### src/rtl/sap_pkg.sv
// -----------------------------------------------------------------------------
// sap_pkg
// Shared definitions for the SAP-1 datapath blocks (MAR, program counter, ROM).
//
// Contents:
//   ADDR_W_DEFAULT - default address width of the 16-word program ROM
//   addr_t         - 4-bit address type passed between PC, MAR and ROM
// -----------------------------------------------------------------------------
package sap_pkg;

    // The SAP-1 program ROM has 16 words, so every address in the
    // machine is one nibble wide.
    localparam int ADDR_W_DEFAULT = 4;

    typedef logic [3:0] addr_t;

endpackage : sap_pkg

### src/rtl/sap_reg.sv
// -----------------------------------------------------------------------------
// sap_reg
// Generic width-parameterised register used throughout the SAP-1 datapath.
// It has an asynchronous active-high clear and an active-low load enable.
//
// Parameters:
//   WIDTH     - register width in bits
//   CLR_VALUE - value forced into the register while clr is high
//
// Ports:
//   clk      (in)          rising-edge clock
//   clr      (in)          asynchronous active-high clear
//   load_bar (in)          active-low load enable, sampled on the rising edge
//   d        (in, WIDTH)   data captured when load_bar is low
//   q        (out, WIDTH)  registered value
// -----------------------------------------------------------------------------
module sap_reg #(
    parameter int                WIDTH     = 4,
    parameter logic [WIDTH-1:0]  CLR_VALUE = '0
) (
    input  logic             clk,
    input  logic             clr,
    input  logic             load_bar,
    input  logic [WIDTH-1:0] d,
    output logic [WIDTH-1:0] q
);

    // Storage element. The clear is in the sensitivity list so it takes
    // effect immediately, and it has priority over a load on the same edge.
    // When load_bar is high the register simply keeps its contents.
    always_ff @(posedge clk or posedge clr) begin
        if (clr) begin
            q <= CLR_VALUE;
        end else if (!load_bar) begin
            q <= d;
        end
    end

endmodule : sap_reg

### src/rtl/mar.sv
// -----------------------------------------------------------------------------
// mar
// Memory Address Register of the SAP-1. Captures the low nibble of the W bus
// on a rising CLK edge while Lm_bar is low and drives it to the program ROM.
//
// Optional feature (macro MAR_PROG_MODE_EN):
//   Adds the manual program-mode switches. With prog_mode high the ROM is
//   addressed directly from prog_addr; the register keeps working underneath.
//
// Parameters:
//   ADDR_W     - address width (default 4, a 16-word ROM)
//   RESET_ADDR - value loaded by CLR
//
// Ports:
//   CLK          (in)            system clock, rising edge
//   CLR          (in)            asynchronous active-high reset
//   W_low_nibble (in, ADDR_W)    low nibble of the W bus, the address source
//   Lm_bar       (in)            active-low load enable
//   prog_mode    (in)            [MAR_PROG_MODE_EN only] select manual address
//   prog_addr    (in, ADDR_W)    [MAR_PROG_MODE_EN only] manual address
//   ROM_address  (out, ADDR_W)   address presented to the program ROM
// -----------------------------------------------------------------------------
module mar
    import sap_pkg::*;
#(
    parameter int                 ADDR_W     = ADDR_W_DEFAULT,
    parameter logic [ADDR_W-1:0]  RESET_ADDR = '0
) (
    input  logic              CLK,
    input  logic              CLR,
    input  logic [ADDR_W-1:0] W_low_nibble,
    input  logic              Lm_bar,
`ifdef MAR_PROG_MODE_EN
    input  logic              prog_mode,
    input  logic [ADDR_W-1:0] prog_addr,
`endif
    output logic [ADDR_W-1:0] ROM_address
);

    logic [ADDR_W-1:0] addr_q;

    // The only state in this block: one register clocked from the W bus.
    sap_reg #(
        .WIDTH     (ADDR_W),
        .CLR_VALUE (RESET_ADDR)
    ) u_addr_reg (
        .clk      (CLK),
        .clr      (CLR),
        .load_bar (Lm_bar),
        .d        (W_low_nibble),
        .q        (addr_q)
    );

`ifdef MAR_PROG_MODE_EN
    // In program mode the operator's switches address the ROM directly so
    // memory can be inspected and written by hand; the register still
    // tracks loads so normal operation resumes where it left off.
    assign ROM_address = prog_mode ? prog_addr : addr_q;
`else
    // The ROM sees the register only, so W bus glitches between edges
    // never reach the address lines.
    assign ROM_address = addr_q;
`endif

`ifndef SYNTHESIS
    // An unknown load enable would make the register contents ambiguous;
    // flag it at every edge outside reset.
    assert property (@(posedge CLK) disable iff (CLR) !$isunknown(Lm_bar))
        else $error("mar: Lm_bar is X/Z at a rising CLK edge");
`endif

endmodule : mar

### config.mk
export PLATFORM = sky130hd
export DESIGN_NAME = mar
export DESIGN_NICKNAME = d
export VERILOG_FILES = /design/src/rtl/sap_pkg.sv /design/src/rtl/sap_reg.sv /design/src/rtl/mar.sv
export SDC_FILE = /design/constraint.sdc
export NUM_CORES = 1
export LEC_CHECK = 0
export CORE_AREA = 10 10 47 49
export DETAILED_ROUTE_END_ITERATION = 8
export DIE_AREA = 0 0 57 59
export MAX_ROUTING_LAYER = met4
export PLACE_DENSITY_LB_ADDON = 0.2
export SYNTH_ARGS = -nofsm -noshare
export SYNTH_HDL_FRONTEND = slang
export SYNTH_HIERARCHICAL = 1
export SYNTH_SLANG_ARGS = --single-unit
### constraint.sdc
create_clock -name CLK -period 0.87 [get_ports CLK]
set_clock_uncertainty 0.05 [all_clocks]
set_input_delay 0.174 -clock CLK [delete_from_list [all_inputs] [get_ports CLK]]
set_output_delay 0.174 -clock CLK [all_outputs]
set_load 0.02 [all_outputs]
Word-level counts from Yosys, hierarchy flattened

Cells that the tools add are included.

Register bits after elaboration: 4
Logic and storage cells: 1

Longest topological paths before layout

Depth after elaboration: 0
Mapped depth: 1
Gate-level depth less buffers: 1

Least setup slack after synthesis

Ideal clock, no wire load.

Kind: reg-to-reg
From: register u_addr_reg/q[0] (netlist name)
To: register u_addr_reg.q[0]
Stages on the path, launching flop included: 2
Path buffers: 0
Required time: 695 ps
Data arrival time: 703 ps
Clock period less this slack: 877 ps
Path slack: -7 ps
Cell sequence: dfrtp_1 > mux2_2

RTL lines:

| element                | line          | RTL |
|---|---|---|
| end signal: assignment | sap_reg.sv:33 | `q <= CLR_VALUE;` |
| end signal: assignment | sap_reg.sv:35 | `q <= d;` |
| end: declaration       | sap_reg.sv:25 | `output logic [WIDTH-1:0] q` |

Final worst setup path

From: register u_addr_reg.q[0]
To: output ROM_address[0]

RTL lines:

| element          | line      | RTL |
|---|---|---|
| end: declaration | mar.sv:37 | `output logic [ADDR_W-1:0] ROM_address` |

No word-level cell between the ends.

==> summary.txt <==
Run status
  • Outcome: finished with violations
  • Failing checks: setup timing

Global route
  • Largest net degree at the start of global routing: 5
  • Initial antenna violation count: 0
  • Total GRT Usage: approximately 3.6%
  • Vias in the first global route: about 180
  • GRT Residual Overflow: 0
  • First-pass GRT wire length: 834 um

Critical path
  • Reg2reg setup slack: -0.08 ns
  • Top Family by Delay on Critical Path: flip-flops
  • Crit path required time: 0.65 ns
  • CP max FO: 2
  • CP Buf/Inv Count: 1
  • Max stage delay on crit path: 0.40 ns
  • CP startpoint kind: flop
  • Cell breakdown of the critical path: buf_6
  • Crit Path Category: reg -> out
  • CP Capture Type: primary output
  • Slowest CP cell: dfrtp_2
  • FF-to-FF Start: u_addr_reg/q[2]
  • CP arrival: just under 0.8 ns
  • R2r endpoint: u_addr_reg/q[2]
  • R2R depth: 2

Synth
  • Post-synth EDFFs: 0
  • Synth Area in Compound Gates: 0%
  • Area share of fa/ha/maj cells after synthesis: 0%
  • Synthesized area per cell: between 15 and 20 um^2
  • Post-synth top area share: 67.23%
  • Synth Register Bits: 4
  • XOR/XNOR Fraction of Synth Area: 0%
  • Post-synthesis sequential area ratio: 67.23%
  • Dominant cell type by area after synthesis: dfrtp_1
  • Simple-gate share of the synthesized area: 0%
  • Mux contribution to synthesized area: 30.25%
  • Post-synth top cells: 4 x dfrtp_1, 4 x mux2_2, 1 x inv_1
  • Top post-synthesis cells by area: dfrtp_1 67%, mux2_2 30%, inv_1 2.5%
  • Warnings from Yosys: 6
  • Synth async-reset ratio: 100.0%
  • Synth Flop Type: dfrtp_1
  • Largest family of logic cells by synthesized area: multiplexers
  • Cells after synthesis: 9
  • Synth unique cells: 3
  • Post-Syn Area: approximately 150 um^2
  • Post-Syn Nets: 16

Layout
  • Ratio of cells with drive above 1 in the final layout: between 60% and 70%
  • Finished layout cell area: ~320 um^2
  • Synth-to-Final Area Change: 116.8%
  • Layout filler cell count: around 150
  • NumNets Final: 32
  • Regs by FF count: u_addr_reg/q x4
  • # diodes: 0
  • Largest Register: u_addr_reg/q
  • Number of flip-flops in the largest register: 4

Place
  • Port Buf Inserts: 10
  • Pre-CTS setup slack: -0.4362 ns
  • GP Congestion: between 0.6 and 0.7
  • Area after DPL: approximately 300 um^2

CTS
  • CTS tree: done
  • Worst-path clk slew: 0.04 ns
  • CTS buffer count: 3
  • Hold_buf cts: 0
  • Root Driver: clkbuf_4
  • Post-CTS Repair Setup Buffers: 0
  • H-tree levels: 1
  • Bufs on Longest Clock Path: 2
  • CTS sink cnt: 4
  • Worst-Skew Late Latency: about 0.23 ns

Route
  • Routed Wire Length: 447 um
  • WL/cell: 11.46 um
  • DRT antenna net count: 0
  • Vias: roughly 130
  • Met2 Routed Length: 148 um
  • Post-Route M1 WL: approximately 250 um
  • Drt drc: 0
  • Highest metal used: met3
  • Wire length on met3: approximately 46 um
  • Via-to-Cell Ratio: around 3.4
  • DR iter-0 viols: 0
  • Drt first pass iters: 1

Timing
  • Final hold viol count: 0
  • Tightest Pin Transition: ~0.27 ns
  • Max-slew headroom: 82.30%
  • RSZ-0062 raised after global routing: true
  • Setup TNS: -0.5553 ns
  • Max Slew Vio Count: 0
  • Hold slack final: ~0.077 ns
  • Setup violations, final: 5
  • FMAX: ~1000 MHz
  • Tmin final: roughly 0.99 ns
  • Fin worst setup slack: -0.1211 ns
  • Fin crit share: 113.9%

Min path
  • Class of the worst hold path: in -> async

Floorplan
  • Std-Cell Rows: 14
  • Die area: roughly 3400 um^2
  • Num ports: 11
  • Die height: 59 um
  • Initial Utilization: a little over a tenth
  • Die extent in x: around 57 um
  • Core ar.: between 1000 and 1500 um^2

Power
  • Total power per unit cell area: 1841 nW/um^2
  • Leakage Power: 0.0001486 uW
  • VDD IR-drop max: about 0.00050 V

Run
  • Max_cap viols: 0
cells by family after synthesis:
| group | Yosys count |
|---|---|
| multiplexers | 4 |
| buffers and inverters | 1 |
| flip-flops | 4 |
routing by layer:
metal  up-vias  global-route usage [%]
li1         58                       -
met5         -                       -
met3         0                   2.361
met2        10                   3.876
met4         0                   3.020
met1        64                   4.291
layout make-up:
class	count	area (um^2)	area share [%]
inverter	1	3.754	1.163
multi-input combinational	4	60.06	18.60
clock buffer	3	22.52	6.977
sequential	4	105.1	32.56
tap	16	20.02	6.202
timing repair buffer	11	111.4	34.50
worst max-delay path by stage:
| stage | to | startpoint | slack (ns) | depth (start not counted) |
|---|---|---|---|---|
| finish | ROM_address[0] | u_addr_reg/q[0] | -0.12 | 1 |
| global route | ROM_address[2] | u_addr_reg/q[2] | -0.14 | 1 |
| CTS | ROM_address[0] | u_addr_reg/q[0] | -0.13 | 1 |
| detailed placement | u_addr_reg/q[0] | Lm_bar | -0.44 | 2 |
| global placement | u_addr_reg/q[2] | Lm_bar | -0.41 | 2 |
| floorplan | u_addr_reg/q[0] | u_addr_reg/q[0] | 0.008 | 1 |
what timing repair did:
item	4_1_cts	5_1_grt
endpoints found under the hold margin	0	0
endpoints found under the setup margin	8	5
resized for setup	25	0
metrics by stage:
stage | util [%] | instances | total power, uW
CTS | 23.04 | 39 | 608.7
global placement | 21.16 | 36 | 357.8
floorplan | - | 9 | 278.7
finish | 23.04 | 39 | 594.3
detailed placement | 21.16 | 36 | 359.9
global route | 23.04 | 39 | 619.6
power by group:
part           switching, uW  internal (uW)
clock                   77.6            154
sequential              14.8            209
combinational           48.9           89.3
total                    141            453
placed cells by master (no fill, tap or decap):
cell type,count
inv_1,1
clkbuf_4,3
dfrtp_2,4
buf_4,1
mux2_4,4
dlygate4sd2_1,1
clkdlybuf4s50_1,5
buf_6,4
Power figures use the tool's default switching activity.
